--- config.mk ---
export PLATFORM = sky130hd
export DESIGN_NAME = run_controller_flat
export DESIGN_NICKNAME = d
export VERILOG_FILES = /design/src/rtl/cpu_ctrl_pkg.sv /design/src/rtl/run_controller_if.sv /design/src/rtl/run_controller_sat_counter.sv /design/src/rtl/run_controller.sv /design/src/flat_wrapper.sv
export SDC_FILE = /design/constraint.sdc
export NUM_CORES = 1
export LEC_CHECK = 0
export BUFFER_PORTS_ARGS = -buffer_cell sky130_fd_sc_hd__buf_2
export CORE_ASPECT_RATIO = 0.5
export CORE_MARGIN = 5
export CORE_UTILIZATION = 46
export CTS_BUF_LIST = sky130_fd_sc_hd__clkbuf_8
export DETAILED_ROUTE_END_ITERATION = 10
export PLACE_DENSITY_LB_ADDON = 0.12
export SLEW_MARGIN = 20
export SYNTH_ARGS = -nofsm -noshare
export SYNTH_HDL_FRONTEND = slang
export SYNTH_SLANG_ARGS = --single-unit
--- constraint.sdc ---
create_clock -name CLK -period 6.07 [get_ports CLK]
set_input_delay 1.214 -clock CLK [delete_from_list [all_inputs] [get_ports CLK]]
set_output_delay 1.214 -clock CLK [all_outputs]
set_load 0.1 [all_outputs]
--- src/rtl/cpu_ctrl_pkg.sv ---
// Shared definitions for the run/halt sequencer: state encoding, default
// parameter values and the syscall halt decode.
package cpu_ctrl_pkg;

    typedef enum logic [1:0] {
        IDLE = 2'd0,
        RUN  = 2'd1,
        HALT = 2'd2
    } run_state_t;

    localparam int          CNT_W_DEFAULT     = 32;
    localparam logic [31:0] HALT_CODE_DEFAULT = 32'd10;

    function automatic logic is_halt_code(input logic [31:0] v0, input logic [31:0] code);
        return (v0 == code);
    endfunction

endpackage

--- src/rtl/run_controller_if.sv ---
// Board/decoder/datapath bundle seen by the run controller. The master side
// drives Go/Step and decoder fields; the slave side is the controller.
interface run_controller_if
    import cpu_ctrl_pkg::*;
#(
    parameter int CNT_W = CNT_W_DEFAULT
);
    logic              Go;
    logic              Step;
    logic              SysCALL;
    logic              JMP;
    logic              JAL;
    logic              JR;
    logic              Beq;
    logic              Bne;
    logic              BLTZ;
    logic              BranchTaken;
    logic [31:0]       V0;
    logic [31:0]       A0;
    logic              PcEn;
    logic              Halted;
    logic              DispEn;
    logic [31:0]       DispData;
    logic [CNT_W-1:0]  CycleCnt;
    logic [CNT_W-1:0]  UncondCnt;
    logic [CNT_W-1:0]  CondTakenCnt;

    modport master (
        output Go, Step, SysCALL, JMP, JAL, JR, Beq, Bne, BLTZ, BranchTaken, V0, A0,
        input  PcEn, Halted, DispEn, DispData, CycleCnt, UncondCnt, CondTakenCnt
    );

    modport slave (
        input  Go, Step, SysCALL, JMP, JAL, JR, Beq, Bne, BLTZ, BranchTaken, V0, A0,
        output PcEn, Halted, DispEn, DispData, CycleCnt, UncondCnt, CondTakenCnt
    );
endinterface

--- src/rtl/run_controller_sat_counter.sv ---
// Statistics counter that sticks at all-ones instead of wrapping.
module sat_counter #(
    parameter int W = 32
) (
    input  logic         CLK,
    input  logic         RST_N,
    input  logic         inc,
    output logic [W-1:0] q
);

    // Count state: increments on inc until saturated
    always_ff @(posedge CLK or negedge RST_N) begin
        if (!RST_N) begin
            q <= '0;
        end else if (inc && (q != {W{1'b1}})) begin
            q <= q + W'(1);
        end
    end

endmodule

--- src/rtl/run_controller.sv ---
// Run/halt sequencer: gates PC advance, handles SysCALL halt/display and
// feeds the saturating statistics counters.
module run_controller
    import cpu_ctrl_pkg::*;
#(
    parameter int          CNT_W     = CNT_W_DEFAULT,
    parameter logic [31:0] HALT_CODE = HALT_CODE_DEFAULT
) (
    input  logic           CLK,
    input  logic           RST_N,
    run_controller_if.slave bus
);

    run_state_t  state_r;
    run_state_t  state_next_s;
    logic        step_q_r;
    logic        step_armed_r;
    logic        step_rise_s;
    logic        exec_s;
    logic        halt_sc_s;
    logic        disp_sc_s;
    logic        pc_en_s;
    logic        uncond_inc_s;
    logic        cond_inc_s;
    logic        halted_r;
    logic        disp_en_r;
    logic [31:0] disp_data_r;

    // Step edge detect; the arm flag stays low through reset and until Step
    // has been seen low, so a Step held across reset release never fires.
    always_comb begin
        step_rise_s  = bus.Step & ~step_q_r & step_armed_r;
        exec_s       = ((state_r == RUN) & bus.Go) | ((state_r == IDLE) & step_rise_s);
        halt_sc_s    = exec_s & bus.SysCALL & is_halt_code(bus.V0, HALT_CODE);
        disp_sc_s    = exec_s & bus.SysCALL & ~halt_sc_s;
        pc_en_s      = exec_s & ~halt_sc_s;
        uncond_inc_s = exec_s & (bus.JMP | bus.JAL | bus.JR);
        cond_inc_s   = exec_s & ~halt_sc_s & (bus.Beq | bus.Bne | bus.BLTZ) & bus.BranchTaken;
    end

    // Next-state decode; HALT is only left through reset
    always_comb begin
        state_next_s = state_r;
        case (state_r)
            IDLE: begin
                if (halt_sc_s) begin
                    state_next_s = HALT;
                end else if (bus.Go) begin
                    state_next_s = RUN;
                end else begin
                    state_next_s = IDLE;
                end
            end
            RUN: begin
                if (halt_sc_s) begin
                    state_next_s = HALT;
                end else if (!bus.Go) begin
                    state_next_s = IDLE;
                end else begin
                    state_next_s = RUN;
                end
            end
            HALT:    state_next_s = HALT;
            default: state_next_s = IDLE;
        endcase
    end

    // State register, Step history and halt flag
    always_ff @(posedge CLK or negedge RST_N) begin
        if (!RST_N) begin
            state_r      <= IDLE;
            step_q_r     <= 1'b0;
            step_armed_r <= 1'b0;
            halted_r     <= 1'b0;
        end else begin
            state_r      <= state_next_s;
            step_q_r     <= bus.Step;
            step_armed_r <= step_armed_r | ~bus.Step;
            halted_r     <= (state_next_s == HALT);
        end
    end

    // Display register: one-cycle strobe with $a0 latched on a non-halting syscall
    always_ff @(posedge CLK or negedge RST_N) begin
        if (!RST_N) begin
            disp_en_r   <= 1'b0;
            disp_data_r <= 32'd0;
        end else begin
            disp_en_r <= disp_sc_s;
            if (disp_sc_s) begin
                disp_data_r <= bus.A0;
            end
        end
    end

    sat_counter #(.W(CNT_W)) u_cycle_cnt (
        .CLK   (CLK),
        .RST_N (RST_N),
        .inc   (exec_s),
        .q     (bus.CycleCnt)
    );

    sat_counter #(.W(CNT_W)) u_uncond_cnt (
        .CLK   (CLK),
        .RST_N (RST_N),
        .inc   (uncond_inc_s),
        .q     (bus.UncondCnt)
    );

    sat_counter #(.W(CNT_W)) u_cond_taken_cnt (
        .CLK   (CLK),
        .RST_N (RST_N),
        .inc   (cond_inc_s),
        .q     (bus.CondTakenCnt)
    );

    assign bus.PcEn     = pc_en_s;
    assign bus.Halted   = halted_r;
    assign bus.DispEn   = disp_en_r;
    assign bus.DispData = disp_data_r;

endmodule

--- src/flat_wrapper.sv ---
// flat-port wrapper written by rule: the top's interface ports become plain ports
module run_controller_flat import cpu_ctrl_pkg::*;
#(
    parameter int          CNT_W     = CNT_W_DEFAULT,
    parameter logic [31:0] HALT_CODE = HALT_CODE_DEFAULT
)
  (CLK, RST_N, bus_Go, bus_Step, bus_SysCALL, bus_JMP, bus_JAL, bus_JR, bus_Beq, bus_Bne, bus_BLTZ, bus_BranchTaken, bus_V0, bus_A0, bus_PcEn, bus_Halted, bus_DispEn, bus_DispData, bus_CycleCnt, bus_UncondCnt, bus_CondTakenCnt);
  run_controller_if #(.CNT_W(CNT_W)) bus_i ();
  input  logic CLK;
  input  logic RST_N;
  input wire logic [$bits(bus_i.Go)-1:0] bus_Go;
  input wire logic [$bits(bus_i.Step)-1:0] bus_Step;
  input wire logic [$bits(bus_i.SysCALL)-1:0] bus_SysCALL;
  input wire logic [$bits(bus_i.JMP)-1:0] bus_JMP;
  input wire logic [$bits(bus_i.JAL)-1:0] bus_JAL;
  input wire logic [$bits(bus_i.JR)-1:0] bus_JR;
  input wire logic [$bits(bus_i.Beq)-1:0] bus_Beq;
  input wire logic [$bits(bus_i.Bne)-1:0] bus_Bne;
  input wire logic [$bits(bus_i.BLTZ)-1:0] bus_BLTZ;
  input wire logic [$bits(bus_i.BranchTaken)-1:0] bus_BranchTaken;
  input wire logic [$bits(bus_i.V0)-1:0] bus_V0;
  input wire logic [$bits(bus_i.A0)-1:0] bus_A0;
  output wire logic [$bits(bus_i.PcEn)-1:0] bus_PcEn;
  output wire logic [$bits(bus_i.Halted)-1:0] bus_Halted;
  output wire logic [$bits(bus_i.DispEn)-1:0] bus_DispEn;
  output wire logic [$bits(bus_i.DispData)-1:0] bus_DispData;
  output wire logic [$bits(bus_i.CycleCnt)-1:0] bus_CycleCnt;
  output wire logic [$bits(bus_i.UncondCnt)-1:0] bus_UncondCnt;
  output wire logic [$bits(bus_i.CondTakenCnt)-1:0] bus_CondTakenCnt;
  assign bus_i.Go = bus_Go;
  assign bus_i.Step = bus_Step;
  assign bus_i.SysCALL = bus_SysCALL;
  assign bus_i.JMP = bus_JMP;
  assign bus_i.JAL = bus_JAL;
  assign bus_i.JR = bus_JR;
  assign bus_i.Beq = bus_Beq;
  assign bus_i.Bne = bus_Bne;
  assign bus_i.BLTZ = bus_BLTZ;
  assign bus_i.BranchTaken = bus_BranchTaken;
  assign bus_i.V0 = bus_V0;
  assign bus_i.A0 = bus_A0;
  assign bus_PcEn = bus_i.PcEn;
  assign bus_Halted = bus_i.Halted;
  assign bus_DispEn = bus_i.DispEn;
  assign bus_DispData = bus_i.DispData;
  assign bus_CycleCnt = bus_i.CycleCnt;
  assign bus_UncondCnt = bus_i.UncondCnt;
  assign bus_CondTakenCnt = bus_i.CondTakenCnt;
  run_controller #(.CNT_W(CNT_W), .HALT_CODE(HALT_CODE)) u_core (.CLK(CLK), .RST_N(RST_N), .bus(bus_i));
endmodule
; ---- Yosys cells after proc, flatten, opt, wreduce, memory -nomap -nowiden
; Cells that the tools add are included.
; Widths: inputs -> output; s select.
[word_totals]
ff_bits = 134
inputBits = 76
output_inout_bits = 131
elab_cells = 47
[op_classes]
n_addsub = 3
eq_ne = 7
mux = 3
bitwise = 20
reduce_logical = 5
[ops]
columns = op, n
row1 = $add 32x1->32 const B, 3
row2 = $ne 32x32->1 const B, 3
row3 = $eq 32x4->1 const B, 1
row4 = $and 1x1->1, 11
row5 = $or 1x1->1, 6
row6 = $eq 2x2->1 const B, 2
row7 = $pmux 2 s2, 1
row8 = $logic_and 1x1->1, 3
row9 = $not 1->1, 3
row10 = $eq 2x1->1 const B, 1
row11 = $logic_not 2->1, 1
row12 = $mux 2, 1
row13 = $reduce_or 2->1, 1
row14 = $mux 1, 1

; ---- Depth between registers and ports, before layout
; Gate-level depths: netlist of the first run.
[logic_depth]
ltp_word = 12
depth_mapped = 8

; ---- By module
; From an unflattened synthesis of the first run, not the netlist that was laid out.
[hier_totals]
cells_unflattened = 554
area_unflattened_um2 = 6419.9
[modules_own_cells]
columns = mod, instances, cells_each, area_per_inst_um2
row1 = sat_counter, 3, 151, 1624.1
row2 = run_controller, 1, 101, 1547.7

; ---- Worst setup path after synthesis of the first run
; Ideal clock, no wire load.
[synth_timing]
path_type = input to output
start = input port bus_Step
end = output port bus_PcEn
arrival_time_ps = 3143
setup_slack_ps = 1713
stages = 3
path_buffers = 0
path_cell_list = nand4bb_1 -> a21o_1 -> a21oi_1
[synth_between]
elab_chain_len = 8
[synth_lines]
columns = element, line
row1 = start: declaration, flat_wrapper.sv:12  ; input wire logic [$bits(bus_i.Step)-1:0] bus_Step;
row2 = $and 1x1->1 (*) (2 in a row), run_controller.sv:32  ; step_rise_s = bus.Step & ~step_q_r & step_armed_r;
row3 = $and 1x1->1 (*), run_controller.sv:33  ; exec_s = ((state_r == RUN) & bus.Go) | ((state_r == IDLE) & step_rise_s);
row4 = $or 1x1->1 (*), run_controller.sv:33
row5 = $and 1x1->1 (2 in a row), run_controller.sv:34  ; halt_sc_s = exec_s & bus.SysCALL & is_halt_code(bus.V0, HALT_CODE);
row6 = $not 1->1, run_controller.sv:36  ; pc_en_s = exec_s & ~halt_sc_s;
row7 = $and 1x1->1 (*), run_controller.sv:36
row8 = end: declaration, flat_wrapper.sv:23  ; output wire logic [$bits(bus_i.PcEn)-1:0] bus_PcEn;
; Mark *: on every way between the ends. The rest lies on a longest branch, timed or not.

; ---- Worst setup path after layout of the first run
[layout_timing]
start = input port bus_V0[25]
end = output port bus_PcEn
[layout_between]
elab_chain_len = 4
[layout_lines]
columns = element, line
row1 = start: declaration, flat_wrapper.sv:21  ; input wire logic [$bits(bus_i.V0)-1:0] bus_V0;
row2 = $eq 32x4->1, cpu_ctrl_pkg.sv:15  ; return (v0 == code);
row3 = $and 1x1->1, run_controller.sv:34
row4 = $not 1->1, run_controller.sv:36
row5 = $and 1x1->1, run_controller.sv:36
; No other way between the ends.

==> impl_metrics.tcl, run 1 <==
set metrics [dict create \
    ys_ff_latch 134 \
    grt_overflow 0 \
    synth_warnings 0 \
    cts_root_buf "clkbuf_8" \
    slowest_delay_ns 0.30 \
    crit_chain "buf_2 -> nor4_1 -> nand4_1 -> nor2_1 -> a21oi_1 -> buf_2" \
    p_per_area_nw_per_um2 217 \
    clock_latency_ns 0.44 \
    nets 832 \
    die_x_um 173 \
    cpMostUsedCell "buf_2" \
    drtIter0Drc 228 \
    tns_ns 0 \
    path_delay_family "simple AND/OR/NAND/NOR gates" \
    maxCapViolCount 0 \
    die-height_um 91.6 \
    holdWs_ns 0.485 \
    hp-class "flop to flop" \
    synth_cell_type_count 45 \
    cts_setup_buffers 0 \
    area_delta_synth_final_pct 26.3 \
    critical_path_class "primary input to output port" \
    worst_slew_pin_slew_ns 1.02 \
    hpwl_mm 10.8 \
    setup_viol 0 \
    synth_area_um2 6120 \
    grt_pass1_wl_mm 24.9 \
    p_leak_nw 4.21 \
    clk_pin_slew_ns 0.08 \
    required_ns 4.86 \
    diodes 0 \
    numCtsBuffers 17 \
    max_freq_mhz 271 \
    grt_max_degree 86 \
    clk_path_buf_depth 2 \
    gp_congestion 0.795 \
    period_needed_ns 3.70 \
    postSynthCellCount 539 \
    wl_per_cell_um 15.9 \
    cts_sinks 134 \
    fin_skew_ns 0.0165 \
    hold_viol 0 \
    slew_violations 0 \
    cts_hold_buf 0 \
    post-route-util_pct 60.2 \
    cts_resized 0 \
    syn_avg_cell_area_um2 11.4 \
    timing.final.crit_share_pct 60.9 \
    avgViaCountPerCell 5.26 \
    path_max_fanout 3 \
    cp_slowest_cell "buf_2" \
    grt_pass1_vias 4883 \
    rsz0062_at_grt "false" \
    htreeDepth 4 \
    cp.arrival_ns 2.48 \
    peakVddDrop_v 0.000106 \
    routed-via-count 4920 \
    synth-edff-count 0 \
    antenna_found_initial 0 \
    dieArea_um2 15900 \
    critPathLaunchType "primary input" \
    start_util_pct 47.7 \
    relSlewSlack_pct 31.0 \
    post-place-ws_ns 2.33 \
    cp-end-kind "output port" \
    syn_nets 618 \
    cts_tree "yes" \
    drc 0 \
    status "finished clean" \
    worst_slack_ns 2.37 \
    numPortBuffers 206 \
    rows 29 \
    routed_wl_mm 14.9 \
    ios 207 \
    drtAntennaViolNets 0 \
    cp.buffers_inverters 2 \
    synth-async-reset-ratio_pct 100 \
    ys.flop_type "dfrtp_1" \
    fp.coreArea_um2 12800 \
    synth-seq-area-share_pct 54.8 \
    drive_gt1_share_pct 37.7 \
    drt-pass1-iter-count 5 \
    grtUsageTotal_pct 19.1 \
]
## sequential cells by signal, summed over array words and instances, names as in the netlist
name                       cells
u_core.bus.Halted              1
u_core.u_cond_taken_cnt.q     32
u_core.u_uncond_cnt.q         32
u_core.u_cycle_cnt.q          32
u_core.step_q_r                1
u_core.bus.DispEn              1
u_core.state_r                 2
u_core.step_armed_r            1
u_core.bus.DispData           32
## per-layer routing
layer / up-vias / part of all wire [%] / wire, um / track usage (%)
met3: 20 / 6.2 / 921 / 5.10
met4: 0 / 1.4 / 212 / 5.84
li1: 2361 / - / - / -
met2: 157 / 48 / 7100 / 30.9
met5: - / 0 / 0 / 0
met1: 2382 / 45 / 6630 / 25.4
## cells by family (layout without fill, tap and decap cells)
family,Yosys count,count (layout),synth area share (%)
simple gates,229,229,20.6
flops,134,134,54.8
xor+xnor,89,89,12.7
mux,37,37,6.80
buf+inv,27,254,2.00
compound gates,20,20,2.53
fa+ha+maj,3,3,0.613
## per-stage QoR
step           instance area (um2)  instances  total power [W]
2_1_floorplan                 6120        539         0.000913
3_3_place_gp                  7340        904         0.000956
3_5_place_dp                  7340        904         0.000956
4_1_cts                       7730        936          0.00170
5_1_grt                       7730        936          0.00174
6_report                      7730        936          0.00168
## layout make-up
| class | instances | area, um2 |
|---|---|---|
| repair buffers | 210 | 1070 |
| fillers | 1128 | 5110 |
| flip-flops and latches | 134 | 3350 |
| well taps | 170 | 213 |
| clock inverters | 15 | 156 |
| inverters | 12 | 45.0 |
| multi-input cells | 378 | 2670 |
| clock buffers | 17 | 234 |
## cell usage after synthesis, types with 6 or more instances
| master | count | area, um2 |
|---|---|---|
| nor4_1 | 22 | 138 |
| and3_1 | 11 | 68.8 |
| nand3_1 | 37 | 185 |
| nor2_1 | 34 | 128 |
| xnor2_1 | 34 | 298 |
| mux2_2 | 36 | 405 |
| dfrtp_1 | 134 | 3350 |
| and4_1 | 6 | 52.6 |
| inv_1 | 12 | 45.0 |
| xor2_1 | 55 | 482 |
| nor3_1 | 22 | 110 |
| buf_2 | 8 | 40.0 |
| nand2_1 | 36 | 135 |
| nand4_1 | 32 | 200 |
## cell usage in the layout (no fill, tap or decap), types with 5 or more instances in the layout
cell type,netlist,final
and2_1,5,5
and3_1,11,11
and4_1,6,6
buf_2,8,205
clkbuf_8,0,17
dfrtp_1,134,134
inv_1,12,13
mux2_2,36,36
nand2_1,36,36
nand3_1,37,37
nand4_1,32,32
nor2_1,34,34
nor3_1,22,22
nor4_1,22,22
xnor2_1,34,34
xor2_1,55,55
## path summary, 6_finish.rpt
path                                         startpoint                       endpoint  slack, ns  cells after the start
max                                          bus_V0[25]                       bus_PcEn       2.37                      6
min                            u_core.u_cycle_cnt.q[29]       u_core.u_cycle_cnt.q[29]       0.48                      1
max reg2reg                u_core.u_cond_taken_cnt.q[0]  u_core.u_cond_taken_cnt.q[13]       3.25                      7
min reg2reg                    u_core.u_cycle_cnt.q[29]       u_core.u_cycle_cnt.q[29]       0.48                      1
max in group asynchronous                         RST_N              u_core.state_r[0]       4.08                      2
min in group asynchronous                         RST_N  u_core.u_cond_taken_cnt.q[19]       0.80                      1
## power breakdown
part / internal, W / switching [W] / leakage (nW) / total, W
clock: 0.000367 / 0.000376 / 0.190 / 0.000743
sequential: 0.000892 / 0.000000110 / 1.84 / 0.000892
combinational: 0.0000191 / 0.0000253 / 2.18 / 0.0000444
Power figures use the tool's default switching activity.
==> inputs of run 2 (changes only) <==
==> constraint.sdc (replaced) <==
create_clock -name CLK -period 3.7 [get_ports CLK]
set_input_delay 0.74 -clock CLK [delete_from_list [all_inputs] [get_ports CLK]]
set_output_delay 0.74 -clock CLK [all_outputs]
set_load 0.1 [all_outputs]
==> impl_metrics.tcl, run 2 (same netlist as run 1, synthesis figures left out) <==
set metrics [dict create \
    status "finished clean" \
    maxCapViolCount 0 \
    tns_ns 0 \
    cp.arrival_ns 2.08 \
    die_x_um 173 \
    hp-class "primary input to asynchronous set/reset pin" \
    cts_root_buf "clkbuf_8" \
    drive_gt1_share_pct 38.2 \
    critical_path_class "primary input to output port" \
    dieArea_um2 15900 \
    drtAntennaViolNets 0 \
    p_per_area_nw_per_um2 345 \
    drc 0 \
    clk_pin_slew_ns 0.08 \
    relSlewSlack_pct 50.8 \
    clk_path_buf_depth 2 \
    htreeDepth 4 \
    rows 29 \
    diodes 0 \
    routed-via-count 4926 \
    routed_wl_mm 15.1 \
    place_area_um2 7390 \
    antenna_found_initial 0 \
    critPathLaunchType "primary input" \
    grt_max_degree 84 \
    period_needed_ns 2.82 \
    reg2reg_depth 4 \
    hold_viol 0 \
    die-height_um 91.6 \
    startpoint "bus_V0[25]" \
    path_max_fanout 3 \
    cts_resized 0 \
    grtUsageTotal_pct 19.2 \
    grt_pass1_wl_mm 25.2 \
    area_delta_synth_final_pct 26.7 \
    drt-pass1-iter-count 4 \
    timing.final.crit_share_pct 76.3 \
    layout_commonest_cell "buf_2" \
    peakVddDrop_v 0.000167 \
    max_freq_mhz 354 \
    cts_setup_buffers 0 \
    cts_sinks 134 \
    post-place-ws_ns 0.780 \
    cp-end-kind "output port" \
    avgViaCountPerCell 5.24 \
    worst_slew_pin_slew_ns 0.732 \
    ios 207 \
    fin_skew_ns 0.0132 \
    setup_viol 0 \
    gp_congestion 0.808 \
    reg2reg_slack_ns 1.17 \
    cts_hold_buf 0 \
    holdWs_ns 0.251 \
    start_util_pct 47.7 \
    grt_pass1_vias 4962 \
    hpwl_mm 11.0 \
    numCtsBuffers 17 \
    nets 836 \
    slew_violations 0 \
    numPortBuffers 206 \
    finish.instance_area_um2 7760 \
    fp.coreArea_um2 12800 \
    rsz0062_at_grt "false" \
    worst_r2r_startpoint "u_core.state_r[0]" \
    clock_latency_ns 0.43 \
    drtIter0Drc 255 \
    wl_per_cell_um 16.0 \
    required_ns 2.96 \
    power.total_w 0.00268 \
    cts_tree "yes" \
    grt_overflow 0 \
    worst_slack_ns 0.876 \
    p_leak_nw 4.22 \
    mostFrequentLayoutCells "buf_2 (205), dfrtp_1 (134), xor2_1 (55)" \
]
## run 2: final cells by class
| cell class | count | area, um2 |
|---|---|---|
| clock inverter | 15 | 131 |
| clock buffer | 17 | 234 |
| multi-input combinational | 378 | 2670 |
| sequential | 134 | 3350 |
| timing repair buffer | 214 | 1110 |
| inverter | 12 | 45.0 |
| tap | 170 | 213 |
| fill | 1128 | 5090 |
## run 2: path summary, 6_finish.rpt
kind	to
min in group CLK	u_core.step_q_r
max reg2reg	u_core.u_uncond_cnt.q[1]
min reg2reg	u_core.step_armed_r
min	u_core.u_cond_taken_cnt.q[21]
max	bus_PcEn
max in group asynchronous	u_core.u_cycle_cnt.q[5]
## run 2: power breakdown
part	leakage, nW	total [W]	switching [W]	internal, W
sequential	1.84	0.00146	0.000000153	0.00146
clock	0.180	0.00114	0.000607	0.000534
combinational	2.20	0.0000753	0.0000424	0.0000329
## run 2: layer usage
layer  track usage, %  wire, um  up-vias
met4             4.64       148        0
met1             25.5      6850     2387
li1                 -         -     2367
met5                0         0        -
met3             5.89       875       14
met2             31.4      7210      158
## run 2: worst max-delay path, stage by stage
cell and delay [ns]:
buf_2 0.10, nor4_1 0.28, nand4_1 0.31, nor2_1 0.27, a21oi_1 0.09, buf_2 0.29
## run 2: metrics by stage
step | cells | util, %
floorplan | 539 | -
global placement | 908 | 57.5
detailed placement | 908 | 57.5
CTS | 940 | 60.3
global route | 940 | 60.4
finish | 940 | 60.4
==> inputs of run 3 (changes only) <==
==> constraint.sdc (replaced) <==
create_clock -name CLK -period 2.28 [get_ports CLK]
set_input_delay 0.456 -clock CLK [delete_from_list [all_inputs] [get_ports CLK]]
set_output_delay 0.456 -clock CLK [all_outputs]
set_load 0.1 [all_outputs]
==> impl_metrics.tcl, run 3 (same netlist as run 1, synthesis figures left out) <==
set metrics [dict create \
    combPwrFrac_pct 2.9 \
    dieArea_um2 15900 \
    diodes 0 \
    finish.instance_area_um2 8200 \
    drc 0 \
    area_delta_synth_final_pct 33.9 \
    numCtsBuffers 17 \
    hold_viol 0 \
    multi_input_area_um2 2700 \
    p_per_area_nw_per_um2 554 \
    switching_share_pct 24.1 \
    relSlewSlack_pct 57.9 \
    nets 857 \
    hpwl_mm 11.5 \
    fin_skew_ns 0.0175 \
    fp.coreArea_um2 12800 \
    rsz0062_at_grt "false" \
    drive_gt1_share_pct 51.6 \
    grt_max_degree 42 \
    cts_tree "yes" \
    p_switching_w 0.00109 \
    power.total_w 0.00454 \
    wl_per_cell_um 16.4 \
    ios 207 \
    mostFrequentLayoutCells "buf_2 (204), dfrtp_2 (66), xor2_1 (55)" \
    clock_latency_ns 0.44 \
    p_int_w 0.00345 \
    clkPwrFrac_pct 44.8 \
    cts_root_buf "clkbuf_8" \
    antenna_found_initial 0 \
    maxCapViolCount 0 \
    htreeDepth 4 \
    clk_path_buf_depth 2 \
    critical_path_class "flop to flop" \
    n_fill_cell 1067 \
    start_util_pct 47.7 \
    cp-end-kind "flop" \
    layout_commonest_cell "buf_2" \
    gp_congestion 0.788 \
    rows 29 \
    drtIter0Drc 283 \
    die-height_um 91.6 \
    period_needed_ns 2.14 \
    peakVddDrop_v 0.000371 \
    post-place-cells 928 \
    critPathLaunchType "flop" \
    grt_pass1_wl_mm 25.9 \
    grtUsageTotal_pct 20.0 \
    tns_ns 0 \
    path_max_fanout 5 \
    clk_pin_slew_ns 0.08 \
    setup_viol 0 \
    routed_wl_mm 15.7 \
    place_area_um2 7760 \
    die_x_um 173 \
    numPortBuffers 206 \
    worst_slew_pin_slew_ns 0.630 \
    fin_cells 961 \
    cts_sinks 134 \
    cp.arrival_ns 2.45 \
    grt_pass1_vias 5000 \
    drtAntennaViolNets 0 \
    routed-via-count 4971 \
    regArea_um2 3530 \
    slew_violations 0 \
    timing.final.crit_share_pct 93.9 \
    drt-pass1-iter-count 4 \
    hp-class "primary input to flop" \
    required_ns 2.59 \
    avgViaCountPerCell 5.17 \
    max_freq_mhz 467 \
    p_leak_nw 4.20 \
    grt_overflow 0 \
    p_seq_share_pct 52.3 \
    status "finished clean" \
]
## run 3: cell types whose count changed in the layout (fill, tap and decap cells not counted), moves of 2 or more
cell / previous run / this run
buf_12: 1 / 4
buf_4: 7 / 24
clkinv_2: 3 / 1
clkinv_4: 2 / 4
dfrtp_1: 134 / 43
dfrtp_2: 0 / 66
dfrtp_4: 0 / 25
## run 3: through the flow
step | hold slack, ns | util [%] | setup WS (ns)
floorplan | 0.160 | - | 0.00129
global placement | 0.362 | 60.4 | 0.0648
detailed placement | 0.366 | 60.4 | 0.0360
CTS | 0.149 | 63.6 | 0.00835
global route | 0.174 | 63.8 | 0.0242
finish | 0.200 | 63.8 | 0.140
## run 3: critical path: stages (launching register included)
cell and delay, ns:
dfrtp_4 0.45, nand3_1 0.15, or4_1 0.62, nor3_2 0.31
buf_4 0.18, nor2_1 0.06, mux2_2 0.28
## run 3: cell type report
type / instances / share of cell area [%]
Multi-Input combinational cell: 378 / 32.9
Clock inverter: 14 / 1.86
Inverter: 12 / 0.549
Tap cell: 170 / 2.59
Timing Repair Buffer: 235 / 16.0
Clock buffer: 18 / 3.02
Sequential cell: 134 / 43.0
## run 3: metal layers
metal,up-vias,part of all wire [%],global-route usage [%]
met1,2430,44,26.1
met3,13,5.5,5.64
met2,115,50,32.8
met4,0,0.94,6.04
li1,2413,-,-
met5,-,0,0
## run 3: final timing paths
path,slack (ns),end,from,cells past startpoint
setup / recovery,0.14,u_core.u_cond_taken_cnt.q[1],u_core.u_cond_taken_cnt.q[9],6
hold / removal,0.20,u_core.step_q_r,bus_Step,1
setup reg to reg,0.14,u_core.u_cond_taken_cnt.q[1],u_core.u_cond_taken_cnt.q[9],6
hold reg to reg,0.48,u_core.u_cycle_cnt.q[29],u_core.u_cycle_cnt.q[29],1
max in group asynchronous,1.13,u_core.u_cycle_cnt.q[25],RST_N,3
min in group asynchronous,0.48,u_core.u_cond_taken_cnt.q[5],RST_N,2
## run 3: power groups by stage
stage               Combinational (W)  Clock [W]  Sequential, W
global placement             0.000130          0        0.00242
detailed placement           0.000134          0        0.00242
CTS                          0.000136    0.00207        0.00237
floorplan                  0.00000745          0        0.00242
global route                 0.000154    0.00220        0.00237
finish                       0.000134    0.00203        0.00237
## run 3: what timing repair did
action                                  CTS  global route
resized for setup                         0             4
hold buffers                              1             0
endpoints found under the setup margin    0            19
hold endpoints to repair                 28             0
setup buffers                             0             0
